**config.mk**
```make
export PLATFORM = sky130hd
export DESIGN_NAME = pic_host_sequencer
export DESIGN_NICKNAME = d
export VERILOG_FILES = /design/src/rtl/pic_host_sequencer.sv
export SDC_FILE = /design/constraint.sdc
export NUM_CORES = 1
export LEC_CHECK = 0
export BUFFER_PORTS_ARGS = -buffer_cell sky130_fd_sc_hd__buf_2
export CAP_MARGIN = 20
export CORE_ASPECT_RATIO = 1.1
export CORE_MARGIN = 4
export CORE_UTILIZATION = 51
export CTS_CLUSTER_DIAMETER = 120
export DETAILED_ROUTE_END_ITERATION = 6
export PLACE_DENSITY = 0.85
export SLEW_MARGIN = 15
export SYNTH_ARGS = -nofsm -noshare
export SYNTH_HDL_FRONTEND = slang
export SYNTH_SLANG_ARGS = --single-unit
```
**constraint.sdc**
```tcl
create_clock -name clk -period 4.15 [get_ports clk]
set_input_delay 0.83 -clock clk [delete_from_list [all_inputs] [get_ports clk]]
set_output_delay 0.83 -clock clk [all_outputs]
set_load 0.05 [all_outputs]
```
**src/rtl/pic_host_sequencer.sv**
```systemverilog
// Host-side bus sequencer for an 8259-style PIC: ICW init sequence, OCW writes and status reads.
// Optional macro PIC_HOST_READBACK_EN enables the status read path (RD strobe, readData/readValid).
module pic_host_sequencer #(
  parameter int PULSE_W = 2,
  parameter int GAP_W   = 1
) (
  input  logic       clk,
  input  logic       rst_n,
  input  logic       start,
  input  logic [7:0] cfgICW1,
  input  logic [7:0] cfgICW2,
  input  logic [7:0] cfgICW3,
  input  logic [7:0] cfgICW4,
  input  logic       ocwReq,
  input  logic [1:0] ocwSel,
  input  logic [7:0] ocwData,
  input  logic       readReq,
  input  logic       readA0,
  input  logic [7:0] busIn,
  output logic [7:0] globalBus,
  output logic       busOe,
  output logic       A0,
  output logic       CS,
  output logic       WR,
  output logic       RD,
  output logic       busy,
  output logic       initDone,
  output logic       ocwAck,
  output logic [7:0] readData,
  output logic       readValid,
  output logic       errPulse
);

  localparam logic [3:0] PULSE_LAST = 4'(PULSE_W - 1);
  localparam logic [3:0] GAP_LAST   = 4'(GAP_W - 1);

  typedef enum logic [2:0] {
    ST_IDLE   = 3'd0,
    ST_SETUP  = 3'd1,
    ST_STROBE = 3'd2,
    ST_HOLD   = 3'd3,
    ST_GAP    = 3'd4
  } state_t;

  typedef enum logic [2:0] {
    OP_ICW1 = 3'd0,
    OP_ICW2 = 3'd1,
    OP_ICW3 = 3'd2,
    OP_ICW4 = 3'd3,
    OP_OCW  = 3'd4,
    OP_READ = 3'd5
  } op_t;

  // Returns {A0, data} for an OCW; OCW2/OCW3 carry a fixed select code in bits 4:3.
  function automatic logic [8:0] ocw_map(input logic [1:0] sel, input logic [7:0] d);
    logic [8:0] r;
    case (sel)
      2'd1:    r = {1'b1, d};
      2'd2:    r = {1'b0, d[7:5], 2'b00, d[2:0]};
      2'd3:    r = {1'b0, d[7:5], 2'b01, d[2:0]};
      default: r = 9'h000;
    endcase
    return r;
  endfunction

  state_t     state_q, state_d;
  op_t        op_q, op_d, next_op_s;
  logic [3:0] cnt_q, cnt_d;
  logic [1:0] mode_q, mode_d;
  logic [7:0] bus_q, bus_d;
  logic       a0_q, a0_d;
  logic       oe_q, oe_d;
  logic       cs_q, cs_d;
  logic       wr_q, wr_d;
  logic       busy_q, busy_d;
  logic       init_q, init_d;
  logic       ack_q, ack_d;
  logic       err_q, err_d;
  logic       has_next_s;
  logic       final_icw_s;
  logic       rd_req_s;
  logic       in_access_s;
  logic [7:0] next_icw_data_s;
  logic [8:0] ocw_word_s;

  assign ocw_word_s = ocw_map(ocwSel, ocwData);

  // Decide which ICW follows the current one (mode_q holds cfgICW1[1:0]: SNGL, IC4)
  always_comb begin
    has_next_s = 1'b0;
    next_op_s  = OP_ICW2;
    case (op_q)
      OP_ICW1: begin
        has_next_s = 1'b1;
        next_op_s  = OP_ICW2;
      end
      OP_ICW2: begin
        if (!mode_q[1]) begin
          has_next_s = 1'b1;
          next_op_s  = OP_ICW3;
        end else if (mode_q[0]) begin
          has_next_s = 1'b1;
          next_op_s  = OP_ICW4;
        end else begin
          has_next_s = 1'b0;
        end
      end
      OP_ICW3: begin
        if (mode_q[0]) begin
          has_next_s = 1'b1;
          next_op_s  = OP_ICW4;
        end else begin
          has_next_s = 1'b0;
        end
      end
      default: has_next_s = 1'b0;
    endcase
    case (next_op_s)
      OP_ICW2: next_icw_data_s = cfgICW2;
      OP_ICW3: next_icw_data_s = cfgICW3;
      default: next_icw_data_s = cfgICW4;
    endcase
    final_icw_s = ((op_q == OP_ICW2) || (op_q == OP_ICW3) || (op_q == OP_ICW4)) && !has_next_s;
  end

  // Next-state and next-output logic; outputs are registered from the next state
  always_comb begin
    state_d = state_q;
    op_d    = op_q;
    cnt_d   = cnt_q;
    mode_d  = mode_q;
    bus_d   = bus_q;
    a0_d    = a0_q;
    init_d  = init_q;
    err_d   = 1'b0;
    case (state_q)
      ST_IDLE: begin
        if (start) begin
          state_d = ST_SETUP;
          op_d    = OP_ICW1;
          mode_d  = cfgICW1[1:0];
          init_d  = 1'b0;
          a0_d    = 1'b0;
          bus_d   = cfgICW1 | 8'h10;
        end else if (ocwReq) begin
          if (!init_q || (ocwSel == 2'd0)) begin
            err_d = 1'b1;
          end else begin
            state_d = ST_SETUP;
            op_d    = OP_OCW;
            a0_d    = ocw_word_s[8];
            bus_d   = ocw_word_s[7:0];
          end
        end else if (rd_req_s) begin
          state_d = ST_SETUP;
          op_d    = OP_READ;
          a0_d    = readA0;
        end else begin
          state_d = ST_IDLE;
        end
      end
      ST_SETUP: begin
        state_d = ST_STROBE;
        cnt_d   = 4'd0;
      end
      ST_STROBE: begin
        if (cnt_q == PULSE_LAST) begin
          state_d = ST_HOLD;
        end else begin
          cnt_d = cnt_q + 4'd1;
        end
      end
      ST_HOLD: begin
        state_d = ST_GAP;
        cnt_d   = 4'd0;
      end
      ST_GAP: begin
        if (cnt_q == GAP_LAST) begin
          if (has_next_s) begin
            state_d = ST_SETUP;
            op_d    = next_op_s;
            a0_d    = 1'b1;
            bus_d   = next_icw_data_s;
          end else begin
            state_d = ST_IDLE;
          end
        end else begin
          cnt_d = cnt_q + 4'd1;
        end
      end
      default: state_d = ST_IDLE;
    endcase
    // initDone rises as the final ICW enters its last GAP clock
    init_d = init_d | ((state_d == ST_GAP) && (cnt_d == GAP_LAST) && final_icw_s);
    in_access_s = (state_d == ST_SETUP) || (state_d == ST_STROBE) || (state_d == ST_HOLD);
    cs_d   = !in_access_s;
    wr_d   = !((state_d == ST_STROBE) && (op_d != OP_READ));
    oe_d   = in_access_s && (op_d != OP_READ);
    busy_d = (state_d != ST_IDLE);
    ack_d  = (state_d == ST_HOLD) && (op_d == OP_OCW);
  end

  // State and registered-output flops
  always_ff @(posedge clk or negedge rst_n) begin
    if (!rst_n) begin
      state_q <= ST_IDLE;
      op_q    <= OP_ICW1;
      cnt_q   <= 4'd0;
      mode_q  <= 2'b00;
      bus_q   <= 8'h00;
      a0_q    <= 1'b0;
      oe_q    <= 1'b0;
      cs_q    <= 1'b1;
      wr_q    <= 1'b1;
      busy_q  <= 1'b0;
      init_q  <= 1'b0;
      ack_q   <= 1'b0;
      err_q   <= 1'b0;
    end else begin
      state_q <= state_d;
      op_q    <= op_d;
      cnt_q   <= cnt_d;
      mode_q  <= mode_d;
      bus_q   <= bus_d;
      a0_q    <= a0_d;
      oe_q    <= oe_d;
      cs_q    <= cs_d;
      wr_q    <= wr_d;
      busy_q  <= busy_d;
      init_q  <= init_d;
      ack_q   <= ack_d;
      err_q   <= err_d;
    end
  end

  assign globalBus = bus_q;
  assign busOe     = oe_q;
  assign A0        = a0_q;
  assign CS        = cs_q;
  assign WR        = wr_q;
  assign busy      = busy_q;
  assign initDone  = init_q;
  assign ocwAck    = ack_q;
  assign errPulse  = err_q;

`ifdef PIC_HOST_READBACK_EN
  logic       rd_q, rd_d;
  logic       rv_q, rv_d;
  logic [7:0] rdata_q, rdata_d;

  assign rd_req_s = readReq;

  // RD strobe, busIn capture on the final strobe clock, valid pulse during HOLD
  always_comb begin
    rd_d = !((state_d == ST_STROBE) && (op_d == OP_READ));
    rv_d = (state_d == ST_HOLD) && (op_d == OP_READ);
    if ((state_q == ST_STROBE) && (op_q == OP_READ) && (cnt_q == PULSE_LAST)) begin
      rdata_d = busIn;
    end else begin
      rdata_d = rdata_q;
    end
  end

  // Read-path flops
  always_ff @(posedge clk or negedge rst_n) begin
    if (!rst_n) begin
      rd_q    <= 1'b1;
      rv_q    <= 1'b0;
      rdata_q <= 8'h00;
    end else begin
      rd_q    <= rd_d;
      rv_q    <= rv_d;
      rdata_q <= rdata_d;
    end
  end

  assign RD        = rd_q;
  assign readValid = rv_q;
  assign readData  = rdata_q;
`else
  logic unused_rd_s;

  assign rd_req_s    = 1'b0;
  assign unused_rd_s = ^{readReq, busIn};
  assign RD          = 1'b1;
  assign readValid   = 1'b0;
  assign readData    = 8'h00;
`endif

endmodule
```
==> metrics.txt, run 1 <==
outcome=completed; sequential cell area fraction in the yosys report=a little under two fifths; clock skew=roughly 1.7 ps; min Tclk post-route=2695 ps; top cell type's share of synthesized area=around a third; pwr/cell area=768.5 nW/um^2; Syn Std Cell Area=about 1900 um^2; CTS buffer count=3; fillcell total=291; CTS tree=built; Routed Wire Length=4522 um; dpl cells=~310; Syn Inst Count=~210; Crit-path slowest cell=dfrtp_1; CP Data Required Time=4390 ps; total negative setup slack=0 ps; CP bufs+invs=0; # IOs=82; WL per Instance=roughly 15 um; post-synthesis cell type count=48; antenna cell count=0; Hold Path Class=in -> async; area leader, netlist=dfrtp_1; RSZ-0062 raised after global routing=false; initial antenna violation count=0; # Post-CTS Setup Buffers=0; H-tree depth=1; vias per cell=about 5.4; worst r2r dst=globalBus[4]; Leakage=around 1.1 nW; RePlAce Congestion=around 0.87; crit-path max FO=13; MaxCap Viol Count=0; Initial Utilization=54.84%; Synth async-reset ratio=between 90% and 100%; Clock Path Buffers=2; die footprint=4738 um^2; Clk Tree Root Cell=clkbuf_4; setup slack, reg-to-reg=1460 ps; Hold Buf Count CTS=0; commonest non-fill, non-tap cell in the layout=buf_2; grt ovf=0; first-pass GRT wire length=7120 um; critical path type=reg -> reg; post-route ant nets=0; CP peak stage delay=630 ps; First DRT Iteration DRCs=48; Site Rows=22; Max Slew Vio Count=0; Power Total=around 1.7 mW; chip width=66.00 um; Clock Sinks=28; ys flop type=dfrtp_1; drt first pass iters=4; # DRC=0; core area=roughly 3400 um^2; EDFF count, synth=0; Finished Cell Area=between 2000 and 2500 um^2; Post-Synthesis Mean Instance Area=8.817 um^2; final setup violation count=0; Period Utilization, post-route=between 60 and 70%; ordered list of cells on the worst path=nor3b_2 -> nand2_2 -> a2111oi_2 -> or2_1 -> mux2_2; Worst setup SP type=flop; hpwl dp=approximately 3500 um; count of input and output buffers=60; Reg2Reg Depth=5; die height=71.79 um; highest clock rate=roughly 370 MHz; largest net degree at the start of global routing=29; Hold Vio Cnt, Final=0; Resize count post-CTS=0; vias=1669; fin util=63.31%; worst slew pin tran=624.9 ps; R2R Path Start=state_q[2]; GRT Total Usage=about a fifth; P&R area growth vs syn=15.45%; Yosys reg bits=28; Worst setup EP type=flop; Non-Filler Instances=309; layout cells sized above 1=30.65%; commonest non-fill, non-tap cells in the layout=buf_2 (60), dfrtp_1 (26), o21ai_0 (22), nand2_1 (19), nor2_1 (14); CP top delay family=simple AND/OR/NAND/NOR gates; CTS clk-pin slew, worst paths=150 ps; Worst-Skew Late Latency=approximately 330 ps; CP arrival=2930 ps; Final Net Count=323; worst vdd ir=0.5322 mV; Slew headroom=58.26%; Synth warnings=0; Placed Area=2126 um^2; largest cells by area after synthesis=dfrtp_1 (34%), o21ai_0 (5.8%), buf_4 (4.4%); vias in the first global route=1524
## per-layer routing
| layer | global-route usage, % | vias to the layer above | part of all wire, % |
|---|---|---|---|
| li1 | - | 835 | - |
| met1 | 25.15 | 758 | 43 |
| met2 | 31.51 | 72 | 46 |
| met3 | 3.918 | 4 | 9.9 |
| met4 | 6.095 | 0 | 0.82 |
| met5 | 0 | - | 0 |
## power by group
part,switching (mW),internal [mW]
Clock,0.0815,0.0978
Sequential,0.114,0.394
Combinational,0.658,0.328
## registers in the layout (all words and copies together) (netlist names)
name and count:
busy 1, CS 1, errPulse 1, A0 1, op_q 3, busOe 1, initDone 1, globalBus 8
cnt_q 4, state_q 3, mode_q 2, ocwAck 1, WR 1
## layout make-up
type / count / area [um^2] / area share (%)
Timing Repair Buffer: 60 / 300.3 / 13.79
Tap cell: 48 / 60.06 / 2.757
Clock inverter: 1 / 30.03 / 1.379
Sequential cell: 28 / 703.2 / 32.28
Inverter: 13 / 48.80 / 2.240
Multi-Input combinational cell: 156 / 1013 / 46.52
Clock buffer: 3 / 22.52 / 1.034
## through the flow
| step | hold WS [ps] | worst slack (ps) |
|---|---|---|
| after CTS | 490.2 | 1495 |
| final | 477.8 | 1455 |
| after global routing | 508.1 | 1289 |
| after detailed placement | 470.6 | 1520 |
| after global placement | 464.9 | 1603 |
| after floorplan | 495.4 | 1770 |
## synth_stat cells (3+ instances only)
| library cell | number |
|---|---|
| ha_1 | 5 |
| nor3_1 | 3 |
| dfrtp_1 | 26 |
| mux2_2 | 5 |
| nor4_1 | 3 |
| mux2_1 | 5 |
| a211oi_1 | 3 |
| a31oi_1 | 5 |
| buf_4 | 11 |
| nor2_1 | 14 |
| clkbuf_1 | 11 |
| nor2b_1 | 3 |
| inv_1 | 13 |
| o211ai_1 | 3 |
| o21ai_0 | 22 |
| a21oi_1 | 12 |
| a22oi_1 | 8 |
| nand3_1 | 3 |
| o31ai_1 | 3 |
| nand2_1 | 19 |
## how the worst max path moves through the flow
stage	cells after the start	slack, ps	endpoint	from
detailed placement	7	1520	globalBus[4]	cnt_q[0]
global placement	7	1600	globalBus[4]	cnt_q[0]
floorplan	11	1770	globalBus[6]	op_q[1]
finish	5	1460	globalBus[4]	state_q[2]
CTS	5	1490	globalBus[4]	state_q[2]
global route	5	1290	globalBus[4]	state_q[2]
## kinds of logic after synthesis
logic type | after synthesis | share of synthesized area, %
adders and majority gates | 5 | 3.316
AOI/OAI and AO/OA | 70 | 24.67
muxes | 10 | 5.968
xor gates and xnor gates | 1 | 0.4643
DFF | 28 | 37.27
buffers and inverters | 38 | 10.61
other | 2 | 0.3980
and+or+nand+nor | 60 | 17.31
(Power assumes the default switching activity.)
==> inputs of run 2 (changes only) <==
--- a/config.mk
+++ b/config.mk
@@ -9,10 +9,10 @@
 export CAP_MARGIN = 20
 export CORE_ASPECT_RATIO = 1.1
 export CORE_MARGIN = 4
-export CORE_UTILIZATION = 51
+export CORE_UTILIZATION = 43
 export CTS_CLUSTER_DIAMETER = 120
 export DETAILED_ROUTE_END_ITERATION = 6
-export PLACE_DENSITY = 0.85
+export PLACE_DENSITY = 0.76
 export SLEW_MARGIN = 15
 export SYNTH_ARGS = -nofsm -noshare
 export SYNTH_HDL_FRONTEND = slang
==> constraint.sdc (replaced) <==
create_clock -name clk -period 2.2 [get_ports clk]
set_input_delay 0.44 -clock clk [delete_from_list [all_inputs] [get_ports clk]]
set_output_delay 0.44 -clock clk [all_outputs]
set_load 0.05 [all_outputs]
==> run 2 against run 1 <==
Via count increased by 9.1%. Wire length is 11% higher. Register-to-register slack worse by 1400 ps. Critical endpoint unchanged. Clock power rose by 130%. Largest power group unchanged.
==> metrics.txt, run 2 (synthesized netlist as in run 1, its figures left out) <==
max reg flops=8; # DRC=0; Slew headroom=57.21%; pwr/cell area=1464 nW/um^2; Site Rows=25; Hold Vio Cnt, Final=0; Clock Path Buffers=2; CP top delay family=compound AO/OA/AOI/OAI gates; count of input and output buffers=60; CP arrival=~2300 ps; Final Net Count=349; Routed Wire Length=between 5000 and 6000 um; final setup violation count=0; Period Utilization, post-route=a little over nine tenths; antenna cell count=0; Max Slew Vio Count=0; crit-path max FO=8; H-tree depth=1; Power Total=between 3 and 4 mW; Initial Utilization=around 44%; First DRT Iteration DRCs=77; vias=1821; drt first pass iters=4; vias per cell=5.340; Clock Sinks=28; ordered list of cells on the worst path=nor2b_2 -> o31ai_2 -> nor2b_4 -> inv_2 -> ha_4 -> buf_4 -> a211oi_2 -> a21oi_1 -> mux2_2; die height=77.48 um; GRT Total Usage=17.90%; highest clock rate=461.1 MHz; Clk Tree Root Cell=clkbuf_8; layout cells sized above 1=40.77%; chip width=71.16 um; first-pass GRT wire length=8100 um; min Tclk post-route=2169 ps; largest net degree at the start of global routing=29; CP peak stage delay=390 ps; worst slew pin tran=641.8 ps; CTS clk-pin slew, worst paths=100 ps; commonest non-fill, non-tap cell in the layout=buf_2; P&R area growth vs syn=31.37%; Worst setup SP type=flop; CP Data Required Time=2370 ps; RePlAce Congestion=0.8177; die footprint=between 5000 and 6000 um^2; critical path type=reg -> reg; CP bufs+invs=2; worst vdd ir=0.8685 mV; vias in the first global route=1739; pre-CTS WS=-107.4 ps; total negative setup slack=0 ps; commonest non-fill, non-tap cells in the layout=buf_2 (60), dfrtp_1 (26), buf_4 (24), o21ai_0 (20), nand2_1 (19); # IOs=82; worst r2r dst=globalBus[4]; CTS buffer count=3; clock skew=around 5.5 ps; grt ovf=0; Leakage=1.216 nW; fin util=57.84%; R2R Path Start=mode_q[1]; initial antenna violation count=0; WL per Instance=14.69 um; setup slack, reg-to-reg=30 ps; CTS tree=built; Hold Path Class=in -> async; Final WS setup=31.37 ps; Worst-Skew Late Latency=280 ps; hpwl dp=3825 um; post-route ant nets=0; Worst setup EP type=flop; Reg2Reg Depth=9; MaxCap Viol Count=0; Crit-path slowest cell=dfrtp_1; Hold Buf Count CTS=0; outcome=completed; fillcell total=387; core area=4285 um^2
[run 2: cell types whose count changed in the layout (fill, tap and decap cells not counted), moves of 3 or more]
cell / before / now
clkbuf_4: 3 / 0
inv_2: 0 / 3
inv_1: 13 / 10
clkbuf_8: 0 / 3
buf_4: 0 / 24
[run 2: power breakdown]
| part | internal [mW] | total (mW) | switching [mW] | leakage (nW) |
|---|---|---|---|---|
| combinational | 0.909 | 2.31 | 1.40 | 0.830 |
| sequential | 0.746 | 0.902 | 0.156 | 0.350 |
| clock | 0.244 | 0.416 | 0.172 | 0.0357 |
[run 2: cell type report]
type | count | area, um^2 | share of cell area (%)
clock buffers | 3 | 41.29 | 1.666
clock inverters | 1 | 30.03 | 1.212
inverters | 13 | 48.80 | 1.969
multi-input cells | 156 | 1076 | 43.41
flip-flops and latches | 28 | 703.2 | 28.37
well taps | 54 | 67.56 | 2.726
repair buffers | 86 | 511.7 | 20.65
[run 2: timing repair]
item	in CTS	in global routing
setup endpoints to repair	8	9
buffers inserted	0	5
gates cloned	0	0
gates resized for setup	2	14
pin swaps	0	3
[run 2: through the flow]
step / instance area (um^2) / instances / hold WS, ps
global route: 2479 / 341 / 219.3
floorplan: 1949 / 222 / 144.4
detailed placement: 2330 / 332 / 472.3
CTS: 2414 / 336 / 187.7
finish: 2479 / 341 / 169.6
global placement: 2330 / 332 / 464.5
[run 2: worst max-delay path by stage]
| stage | start | end | slack, ps | cells after the start |
|---|---|---|---|---|
| finish | mode_q[1] | globalBus[4] | 30 | 9 |
| global placement | mode_q[1] | globalBus[4] | -60 | 9 |
| floorplan | op_q[1] | globalBus[4] | 20 | 10 |
| global route | mode_q[1] | globalBus[2] | -40 | 10 |
| detailed placement | mode_q[1] | globalBus[4] | -110 | 9 |
| CTS | mode_q[1] | globalBus[4] | 70 | 9 |
[run 2: metal layers]
layer  wire [um]  GRT usage, %  vias up
met3         363         2.332        9
met1        2148         24.43      856
met2        2416         29.04       68
li1            -             -      888
met4          81         6.015        0
met5           0             0        -
==> inputs of run 3 (changes only) <==
==> constraint.sdc (replaced) <==
create_clock -name clk -period 2.2 [get_ports clk]
set_input_delay 0 -clock clk [delete_from_list [all_inputs] [get_ports clk]]
set_output_delay 0 -clock clk [all_outputs]
set_load 0.05 [all_outputs]
==> run 3 against run 2 <==
Maximum frequency increased by 3.4%. First-iteration DRC count increased by 21%. Count of clock-buffer cells in the layout unchanged. Wire length increased by 0.38%. Global-route usage decreased by 0.27 points. Critical path type unchanged. Largest power group unchanged.
==> metrics.txt, run 3 (synthesized netlist as in run 1, its figures left out) <==
outcome=completed; Period Utilization, post-route=95.31%; Clock Path Buffers=2; vias per cell=about 5.4; Site Rows=25; MaxCap Viol Count=0; fin util=approximately three fifths; chip width=71.16 um; post-route ant nets=0; CP bufs+invs=2; vias=1845; Worst setup EP type=flop; final setup violation count=0; grt ovf=0; Slew headroom=57.93%; min Tclk post-route=2097 ps; Crit-path slowest cell=dfrtp_1; Power Total=3.626 mW; Leakage=1.226 nW; CTS buffer count=3; drt first pass iters=4; CP arrival=about 2300 ps; H-tree depth=1; R2R Path Start=mode_q[1]; Reg2Reg Depth=10; Finished Cell Area=between 2000 and 3000 um^2; Clk Tree Root Cell=clkbuf_8; initial antenna violation count=0; P&R area growth vs syn=33.49%; vias in the first global route=1738; Hold Vio Cnt, Final=0; die footprint=5513 um^2; Placed Area=2307 um^2; crit-path max FO=6; count of input and output buffers=60; CTS tree=built; Hold Path End=globalBus[0]; Max Slew Vio Count=0; worst slew pin tran=631.0 ps; Clock Sinks=28; layout cells sized above 1=39.93%; Initial Utilization=about 44%; First DRT Iteration DRCs=93; commonest non-fill, non-tap cells in the layout=buf_2 (60), dfrtp_1 (26), o21ai_0 (21), buf_4 (21), nand2_1 (19); first-pass GRT wire length=7900 um; CTS clk-pin slew, worst paths=100 ps; Worst setup SP type=flop; Final Net Count=350; worst r2r dst=globalBus[3]; GRT Total Usage=around 18%; critical path type=reg -> reg; core area=approximately 4300 um^2; die height=77.48 um; CP top delay family=compound AO/OA/AOI/OAI gates; Hold Path Class=in -> reg; WL per Instance=14.70 um; clock skew=9.852 ps; min-delay src=cfgICW4[0]; CP Data Required Time=2370 ps; Final WS setup=~100 ps; highest clock rate=476.9 MHz; Hold Crit Depth=4; largest net degree at the start of global routing=29; total negative setup slack=0 ps; RSZ-0062 raised after global routing=false; pwr/cell area=1440 nW/um^2; pre-CTS WS=-100.4 ps; CP peak stage delay=approximately 400 ps; antenna cell count=0; hpwl dp=3755 um; Worst-Skew Late Latency=around 280 ps; commonest non-fill, non-tap cell in the layout=buf_2; # DRC=0; Routed Wire Length=5028 um; # IOs=82; worst vdd ir=slightly below 0.8 mV; max reg flops=8; RePlAce Congestion=0.8674; ordered list of cells on the worst path=nor2b_4 -> o31ai_4 -> nor2b_4 -> inv_2 -> ha_4 -> buf_4 -> nor2_1 -> a21oi_1 -> a21oi_1 -> mux2_1; setup slack, reg-to-reg=100 ps
## run 3: power by group
group / internal [mW] / switching [mW] / leakage, nW
Sequential: 0.746 / 0.164 / 0.350
Combinational: 0.923 / 1.39 / 0.840
Clock: 0.244 / 0.158 / 0.0357
Total: 1.91 / 1.71 / 1.23
## run 3: per-stage QoR
step / cells / hold slack [ps]
global placement: 329 / 54.60
global route: 342 / 113.9
detailed placement: 329 / 65.49
finish: 342 / 112.8
floorplan: 222 / -295.6
CTS: 337 / 107.0
## run 3: metal layers
| layer | part of all wire (%) | global-route usage (%) |
|---|---|---|
| met5 | 0 | 0 |
| met2 | 48 | 28.13 |
| met1 | 44 | 23.46 |
| met4 | 1.5 | 7.707 |
| met3 | 6.8 | 2.720 |
## run 3: how the worst max path moves through the flow
stage / from / endpoint / slack (ps) / cells past startpoint
global placement: mode_q[1] / globalBus[4] / -40 / 9
finish: mode_q[1] / globalBus[3] / 100 / 10
CTS: mode_q[0] / globalBus[4] / 70 / 9
global route: cnt_q[0] / globalBus[7] / 5 / 8
floorplan: op_q[1] / globalBus[4] / 20 / 10
detailed placement: mode_q[1] / globalBus[4] / -100 / 9
## run 3: cell type report
type	instances	area, um^2
flip-flops and latches	28	703.2
inverters	13	48.80
fillers	374	1767
clock buffers	3	41.29
well taps	54	67.56
clock inverters	1	30.03
repair buffers	87	529.3
multi-input cells	156	1099
## run 3: repair_timing
item,4_1_cts,5_1_grt
hold buffers,4,0
hold endpoints to repair,29,0
resized for setup,2,15
buffers inserted,0,5
setup endpoints to repair,8,7
pin swaps,0,4
cloned,0,0
## run 3: worst min-delay path: cells and delay by family
kind	cells	cell delay [ps]
buffers and inverters	1	90
AOI/OAI and AO/OA	2	150
muxes	1	130
